`src/rtl/rx_rr_arb.sv`:
```
// rx_rr_arb: round-robin arbiter granting one RX PHY at a time to a shared
// downstream FIFO. Each PHY posts a request with a one-cycle rx_start pulse.
// The arbiter grants the next eligible PHY after the last one served and holds
// the grant until that PHY signals rx_last.
//
// Optional watchdog: define RX_ARB_TIMEOUT_EN to abort grants that last
// TIMEOUT cycles. Without it timeout_pls/timeout_cnt are tied to 0.
//
// Ports
//   clk, rst          clock, synchronous active-high reset
//   reg_flush         drop all pending requests, active grant and pointer
//   reg_mask[31:0]    per-PHY grant inhibit (1 = inhibit), sampled only in IDLE
//   rx_almost_full    downstream backpressure, blocks new grants
//   rx_start[31:0]    per-PHY frame-start pulse (posts a request)
//   rx_last[31:0]     per-PHY last-word pulse (ends the grant of that PHY)
//   rx_sel[31:0]      registered one-hot grant (0 when idle)
//   grant_id[4:0]     registered index of the granted PHY, held while idle
//   pend[31:0]        registered pending-request vector
//   timeout_pls       one-cycle pulse after a watchdog abort
//   timeout_cnt[15:0] saturating count of watchdog aborts
module rx_rr_arb #(
    parameter int unsigned NUM     = 16,
    parameter int unsigned TIMEOUT = 1024
) (
    input  logic        clk,
    input  logic        rst,
    input  logic        reg_flush,
    input  logic [31:0] reg_mask,
    input  logic        rx_almost_full,
    input  logic [31:0] rx_start,
    input  logic [31:0] rx_last,
    output logic [31:0] rx_sel,
    output logic [4:0]  grant_id,
    output logic [31:0] pend,
    output logic        timeout_pls,
    output logic [15:0] timeout_cnt
);

    localparam int unsigned W_VEC = 32;
    localparam int unsigned W_ID  = 5;
    // Lanes that exist for this NUM; everything above stays 0.
    localparam logic [W_VEC-1:0] VALID_MASK =
        (NUM >= 32) ? 32'hFFFF_FFFF : 32'((64'd1 << NUM) - 64'd1);
    localparam logic [W_ID-1:0] PTR_RST = W_ID'(NUM - 1);

    if (NUM < 1 || NUM > 32 || TIMEOUT < 2 || TIMEOUT > 65535) begin : g_bad_param
        $error("rx_rr_arb: NUM or TIMEOUT out of range");
    end

    typedef enum logic {
        S_IDLE  = 1'b0,
        S_GRANT = 1'b1
    } state_t;

    state_t            state_q, state_d;
    logic [W_VEC-1:0]  sel_q, sel_d;
    logic [W_VEC-1:0]  pend_q, pend_d;
    logic [W_ID-1:0]   gid_q, gid_d;
    logic [W_ID-1:0]   ptr_q, ptr_d;

    logic [W_VEC-1:0]  elig;
    logic [W_VEC-1:0]  clr;
    logic              found;
    logic [W_ID-1:0]   pick;

`ifdef RX_ARB_TIMEOUT_EN
    localparam logic [15:0] TMR_LAST = 16'(TIMEOUT - 1);
    logic [15:0] tmr_q, tmr_d;
    logic [15:0] cnt_q, cnt_d;
    logic        pls_q, pls_d;
`endif

    // Round-robin pick: first eligible lane scanning from ptr+1, wrapping at NUM.
    always_comb begin
        elig  = pend_q & ~reg_mask & VALID_MASK;
        found = 1'b0;
        pick  = ptr_q;
        for (int unsigned k = 1; k <= NUM; k++) begin
            logic [W_ID-1:0] idx;
            idx = W_ID'((32'(ptr_q) + k) % NUM);
            if (!found && elig[idx]) begin
                found = 1'b1;
                pick  = idx;
            end
        end
    end

    // Next-state and output logic.
    always_comb begin
        state_d = state_q;
        sel_d   = sel_q;
        gid_d   = gid_q;
        ptr_d   = ptr_q;
        clr     = '0;
`ifdef RX_ARB_TIMEOUT_EN
        tmr_d   = tmr_q;
        cnt_d   = cnt_q;
        pls_d   = 1'b0;
`endif
        case (state_q)
            S_IDLE: begin
                if (!rx_almost_full && found) begin
                    sel_d   = W_VEC'(1) << pick;
                    clr     = W_VEC'(1) << pick;
                    gid_d   = pick;
                    state_d = S_GRANT;
`ifdef RX_ARB_TIMEOUT_EN
                    tmr_d   = '0;
`endif
                end
            end
            S_GRANT: begin
                // rx_last wins over a watchdog expiry in the same cycle.
                if (rx_last[gid_q]) begin
                    sel_d   = '0;
                    ptr_d   = gid_q;
                    state_d = S_IDLE;
                end
`ifdef RX_ARB_TIMEOUT_EN
                else if (tmr_q == TMR_LAST) begin
                    sel_d   = '0;
                    ptr_d   = gid_q;
                    state_d = S_IDLE;
                    pls_d   = 1'b1;
                    if (cnt_q != 16'hFFFF) begin
                        cnt_d = cnt_q + 16'd1;
                    end
                end else begin
                    tmr_d = tmr_q + 16'd1;
                end
`endif
            end
            default: begin
                state_d = S_IDLE;
                sel_d   = '0;
            end
        endcase

        // A new start on the lane being granted keeps it pending.
        pend_d = (pend_q & ~clr) | (rx_start & VALID_MASK);

        // Flush overrides every other event of this cycle.
        if (reg_flush) begin
            pend_d  = '0;
            sel_d   = '0;
            ptr_d   = PTR_RST;
            state_d = S_IDLE;
`ifdef RX_ARB_TIMEOUT_EN
            tmr_d   = '0;
            cnt_d   = cnt_q;
            pls_d   = 1'b0;
`endif
        end
    end

    // State and output registers.
    always_ff @(posedge clk) begin
        if (rst) begin
            state_q <= S_IDLE;
            sel_q   <= '0;
            pend_q  <= '0;
            gid_q   <= '0;
            ptr_q   <= PTR_RST;
`ifdef RX_ARB_TIMEOUT_EN
            tmr_q   <= '0;
            cnt_q   <= '0;
            pls_q   <= 1'b0;
`endif
        end else begin
            state_q <= state_d;
            sel_q   <= sel_d;
            pend_q  <= pend_d;
            gid_q   <= gid_d;
            ptr_q   <= ptr_d;
`ifdef RX_ARB_TIMEOUT_EN
            tmr_q   <= tmr_d;
            cnt_q   <= cnt_d;
            pls_q   <= pls_d;
`endif
        end
    end

    assign rx_sel   = sel_q;
    assign grant_id = gid_q;
    assign pend     = pend_q;
`ifdef RX_ARB_TIMEOUT_EN
    assign timeout_pls = pls_q;
    assign timeout_cnt = cnt_q;
`else
    assign timeout_pls = 1'b0;
    assign timeout_cnt = 16'd0;
`endif

endmodule

```
`config.mk`:
```
export PLATFORM = sky130hd
export DESIGN_NAME = rx_rr_arb
export DESIGN_NICKNAME = d
export VERILOG_FILES = /design/src/rtl/rx_rr_arb.sv
export SDC_FILE = /design/constraint.sdc
export NUM_CORES = 1
export LEC_CHECK = 0
export CORE_MARGIN = 2
export CORE_UTILIZATION = 47
export CTS_CLUSTER_DIAMETER = 50
export DETAILED_ROUTE_END_ITERATION = 10
export GPL_ROUTABILITY_DRIVEN = 1
export HOLD_SLACK_MARGIN = 0.03
export PLACE_DENSITY = 0.82
export SYNTH_ARGS = -nofsm -noshare
export SYNTH_HDL_FRONTEND = slang
export SYNTH_SLANG_ARGS = --single-unit
```
`constraint.sdc`:
```
create_clock -name clk -period 6.5 [get_ports clk]
set_input_delay 1.625 -clock clk [delete_from_list [all_inputs] [get_ports clk]]
set_output_delay 1.625 -clock clk [all_outputs]
set_load 0.05 [all_outputs]
```
Yosys cells after proc, flatten, opt, wreduce, memory -nomap -nowiden
Cells that the tools add are included.

word-level totals
  flip-flop bits (word level) = 75
  input port bits = 100
  output and inout port bits = 86
  logic and storage cells = 157

cells by class
  add/subtract/negate cells = 16
  magnitude comparators = 17
  equality and inequality tests = 2
  shift-type cells = 1
  multiplexer cells = 74
  bitwise gates (word level) = 6
  reductions and logical operators = 36

operators by type and width
  cell                                                                     count
  32-bit 2-to-1 mux                                                        4
  4-bit by 6-bit < comparator with 1-bit output, second input constant     16
  5-bit 2-to-1 mux                                                         16
  1-bit binary-select mux with 4-bit select                                16
  32-bit case mux with 2 select lines                                      1
  1-bit 2-to-1 mux                                                         35
  4-bit adder, second input constant                                       8
  32-bit AND                                                               1
  32-bit NOT                                                               1
  32-bit by 16-bit OR with 32-bit output                                   1
  1-bit by 5-bit left shift with 32-bit output, first input constant       1
  4-bit by 3-bit adder with 4-bit output, second input constant            4
  16-bit AND                                                               1
  1-bit logical AND                                                        16
  1-bit logical NOT                                                        16
  16-bit NOT                                                               1
  4-bit by 1-bit adder with 4-bit output, second input constant            2
  4-bit by 2-bit adder with 4-bit output, second input constant            2
  5-bit by 6-bit < comparator with 1-bit output, second input constant     1
  2-bit AND reduction                                                      3
  1-bit binary-select mux with 5-bit select                                1
  2-bit by 1-bit inequality test with 1-bit output, second input constant  1
  2-bit inequality test, second input constant                             1
  1-bit case mux with 2 select lines                                       1
  other kinds (2)                                                          2

Longest topological paths before layout
Gate-level depths: netlist of run 1.

  depth after elaboration = 56
  mapped depth = 17
  depth with buffers taken out = 13

Least setup slack after synthesis of run 1
OpenSTA, ideal clock, no wires.

  kind = input to register
  start = input reg_mask[3]
  end = register sel_q[4], in the netlist rx_sel[4]
  library setup time = 0.117 ns
  arrival time = 4.512 ns
  data required time = 6.383 ns
  slack = 1.870 ns
  stages = 12
  buffers on the path = 2
  cell sequence = nor2b_1 > mux4_2 > a221oi_1 > nand2_1 > or3_4 > or2_1 > buf_6 > o31ai_4 > or2_1 > o21ba_1 > buf_6 > a32o_1

between the ends
  word-level cells in the longest chain between the ends = 53
  elaborated cells between the ends (all ways) = 102
  those cells by class = eq/ne (1); shift (1); mux (66); bitwise (2); reduce/logical (32)

RTL lines
  element                                                                            RTL line  source
  start: declaration                                                                 28        input logic [31:0] reg_mask,
  16-bit NOT *                                                                       75        elig = pend_q & ~reg_mask & VALID_MASK;
  16-bit AND *                                                                       75
  1-bit binary-select mux with 4-bit select                                          81        if (!found && elig[idx]) begin
  1-bit 2-to-1 mux (implied by the code)                                             81
  1-bit 2-to-1 mux                                                                   81
  1-bit logical NOT                                                                  81
  1-bit logical AND                                                                  81
  1-bit 2-to-1 mux                                                                   81
  [37 not listed]                                                                    --
  1-bit logical AND                                                                  81
  1-bit 2-to-1 mux                                                                   81
  1-bit logical NOT                                                                  81
  1-bit logical AND                                                                  81
  5-bit 2-to-1 mux or 1-bit 2-to-1 mux (tied branches)                               81
  1-bit by 5-bit left shift with 32-bit output or 1-bit logical AND (tied branches)  103, 102
  32-bit 2-to-1 mux or 2-bit inequality test (tied branches)                         --
  32-bit case mux with 2 select lines or 2-bit AND reduction (tied branches)         --
  end signal: assignment                                                             171       sel_q <= sel_d;
  end: declaration                                                                   56        logic [W_VEC-1:0] sel_q, sel_d;

Mark *: on every way between the ends. The rest lies on a longest branch, timed or not. The select of a mux whose other input is x is not followed.
A chain may end at the register's enable or synchronous reset.

Final worst setup path of run 1
  start = input reg_mask[13]
  end = register sel_q[14], in the netlist rx_sel[14]

The elaborated chain is that of the path after synthesis.

==> impl_metrics.json, run 1 <==
{
  "num_vias": 5310,
  "numPortBuffers": 136,
  "busiest_layer": "met2",
  "worst_setup_path_start_kind": "primary input",
  "dieArea_sq_um": 12500,
  "htreeDepth": 3,
  "synth_edf_count": 0,
  "cp_num_buf_inv": 2,
  "synth-seq-cells": 74,
  "n_antenna_cell": 0,
  "grt_util_met3_pct": 7.46,
  "synthTopCellsByArea": "dfxtp_1, mux4_2, mux2i_1, and2_1, mux2_2",
  "regToRegSetupSlack_ns": 1.52,
  "ff2ff_path_depth": 11,
  "start_util_pct": 48.1,
  "synth_top_area_share_pct": 27.1,
  "post_cts_resized": 0,
  "final_common_cell": "clkdlybuf4s50_1",
  "grt_use_met2_pct": 46.1,
  "cp_top_family": "simple AND/OR/NAND/NOR gates",
  "status": "completed",
  "dpl_cell_area_sq_um": 7000,
  "regToRegStartpoint": "ptr_q[0]",
  "fin_crit_sh_pct": 86.8,
  "yosysWarnings": 0,
  "hold_violations": 0,
  "timing.fmax_ghz": 0.177,
  "tns_ns": 0,
  "firstDrtPassIters": 5,
  "mostFrequentLayoutCells": "clkdlybuf4s50_1, dfxtp_1, nand2_1, and2_1, mux2i_1",
  "yosysTopAreaCell": "dfxtp_1",
  "post-cts-setup-buffers": 0,
  "design_area_sq_um": 7310,
  "yosysSeqAreaShare_pct": 27.1,
  "gr-total-overflow": 0,
  "drive_gt1_share_pct": 16.1,
  "die_y_um": 112,
  "p_per_area_nw_per_um2": 211,
  "slew_headroom_pct": 25.4,
  "use_met1_pct": 33.7,
  "coreArea_sq_um": 11400,
  "grt_use_total_pct": 27.7,
  "crit_path_max_fanout": 8,
  "whs_path_depth": 1,
  "slowest_stage": "nor3_1",
  "cts_sinks": 74,
  "synth_async_sr_flop_share_pct": 0,
  "cts_tree": "done",
  "finClkSkew_ns": 0.00633,
  "rr_endpoint": "rx_sel[14]",
  "filler_cell_count": 885,
  "cts.hold.buffers_added": 0,
  "rsz0062_at_grt": "false",
  "leakage_nw": 2.79,
  "setup_viol": 0,
  "ys.flop_type": "dfxtp_1",
  "drc": 0,
  "nets": 824,
  "critical_path_class": "in2reg",
  "drt-total-wl_um": 17400,
  "first_global_vias": 5330,
  "antenna_found_initial": 0,
  "routedWlPerCell_um": 20.1,
  "clock_latency_ns": 0.33,
  "netlist_instances": 574,
  "cts_buffers": 9,
  "ys_types": 81,
  "hp-start": "rx_sel[18]",
  "grt_max_degree": 42,
  "clk_pin_slew_worst_paths_ns": 0.06,
  "cts.path.max_buffers": 2,
  "postRouteAntennaNets": 0,
  "vdd.ir_drop.worst_mv": 0.231,
  "syn_avg_cell_area_sq_um": 9.53,
  "max-cap-violations": 0,
  "max_stage_delay_ns": 0.90,
  "tightest_slew_ns": 1.11,
  "num_rows": 39,
  "netlist_area_sq_um": 5470,
  "cp.arrival_ns": 5.92,
  "grt_pass1_wl_um": 27900,
  "hold_path_end": "rx_sel[18]",
  "drt_iter0_markers": 464,
  "place_congestion": 0.905,
  "die_x_um": 112,
  "hpwl_um": 12900,
  "syn2layout_area_growth_pct": 33.5,
  "via_per_inst": 6.14,
  "clock-root-buffer": "clkbuf_16",
  "cp.required_ns": 6.77,
  "min_path_type": "reg2reg",
  "ios": 186,
  "crit_chain": "clkdlybuf4s50_1 > nand2b_1 > mux2_2 > mux4_2 > nor2_1 > a311oi_1 > a2111oi_0 > buf_4 > nor4_1 > a211oi_1 > a21oi_1 > nor3_1 > a32o_1",
  "min_period_ns": 5.64,
  "worstSetupEndpointType": "register",
  "slew_viol_final": 0
}
==> worst reg2reg max path, cell delays in order, from the launching register on <==
cell	delay, ns
dfxtp_1	0.68
inv_4	0.25
ha_1	0.34
xnor2_2	0.46
mux4_2	0.67
mux2_2	0.36
mux2i_1	0.14
a221o_1	0.30
a311oi_1	0.28
o22ai_1	0.20
nor3_1	0.94
a32o_1	0.30
==> routing by layer <==
metal	routed length, um	up-vias
met1	6840	2541
li1	-	2431
met2	8320	288
met5	0	-
met4	612	0
met3	1630	50
==> report_power, final <==
group,internal (mW),switching (mW)
registers,0.468,0.0242
clock network,0.299,0.193
logic,0.242,0.314
total,1.01,0.532
==> stage by stage <==
step | utilization [%] | cells | power [mW] | setup slack [ns] | hold slack, ns
2_1_floorplan | - | 590 | 0.865 | 1.87 | 0.445
3_3_place_gp | 61.6 | 849 | 1.04 | 0.639 | 0.440
3_5_place_dp | 61.6 | 849 | 1.05 | 0.650 | 0.444
4_1_cts | 64.3 | 865 | 1.54 | 0.987 | 0.462
5_1_grt | 64.3 | 865 | 1.61 | 0.486 | 0.479
6_report | 64.3 | 865 | 1.54 | 0.856 | 0.457
==> synthesized netlist by cell type, types with 5 or more instances <==
library cell and count:
mux4_2 32, a21oi_1 21, mux2i_1 33, buf_4 19, nor2_1 32, a32o_1 16
xnor2_1 5, nand2_1 36, buf_2 8, nor2b_1 16, nand2b_1 16, nor3_1 10
nand3_1 9, a31oi_1 17, ha_1 7, dfxtp_1 74, inv_1 15, o22ai_1 6
mux2_2 17, and2_1 34, o21ai_0 26, clkbuf_1 17, a211oi_1 5, buf_6 5
==> worst max path at each step <==
stage                 endpoint  depth (start not counted)  slack, ns    startpoint
floorplan            rx_sel[4]                         12       1.87   reg_mask[3]
global placement    rx_sel[13]                         13       0.64  reg_mask[13]
detailed placement  rx_sel[14]                         13       0.65  reg_mask[13]
CTS                 rx_sel[14]                         13       0.99  reg_mask[13]
global route        rx_sel[14]                         13       0.49  reg_mask[11]
finish              rx_sel[14]                         13       0.86  reg_mask[13]
==> cell type report <==
type | instances | area (sq um) | share of cell area (%)
well taps | 143 | 179 | 2.45
clock buffers | 9 | 225 | 3.08
multi-input cells | 445 | 3650 | 50.0
repair buffers | 169 | 1620 | 22.2
inverters | 18 | 70.1 | 0.959
clock inverters | 7 | 77.6 | 1.06
flip-flops and latches | 74 | 1480 | 20.3
==> logic make-up (layout without fill, tap and decap cells) <==
logic type	count (synthesis)	count (layout)	share of synthesized area (%)
compound gates	137	137	18.5
xor+xnor	11	11	2.04
fa+ha+maj	7	7	1.60
buf+inv	71	203	7.32
flops	74	74	27.1
mux	86	86	24.6
other cells	1	17	0.0685
simple gates	187	187	18.8
==> registers in the layout (all words and copies together), names as in the netlist <==
register / flops
grant_id: 5
pend: 32
ptr_q: 4
rx_sel: 32
state_q: 1
Power figures use the tool's default switching activity.
==> inputs of run 2 (changes only) <==
Settings changed: CAP_MARGIN from default to 10.
==> results of run 2 <==
Same layout as run 1: the final DEF is identical, and so are final timing and power.
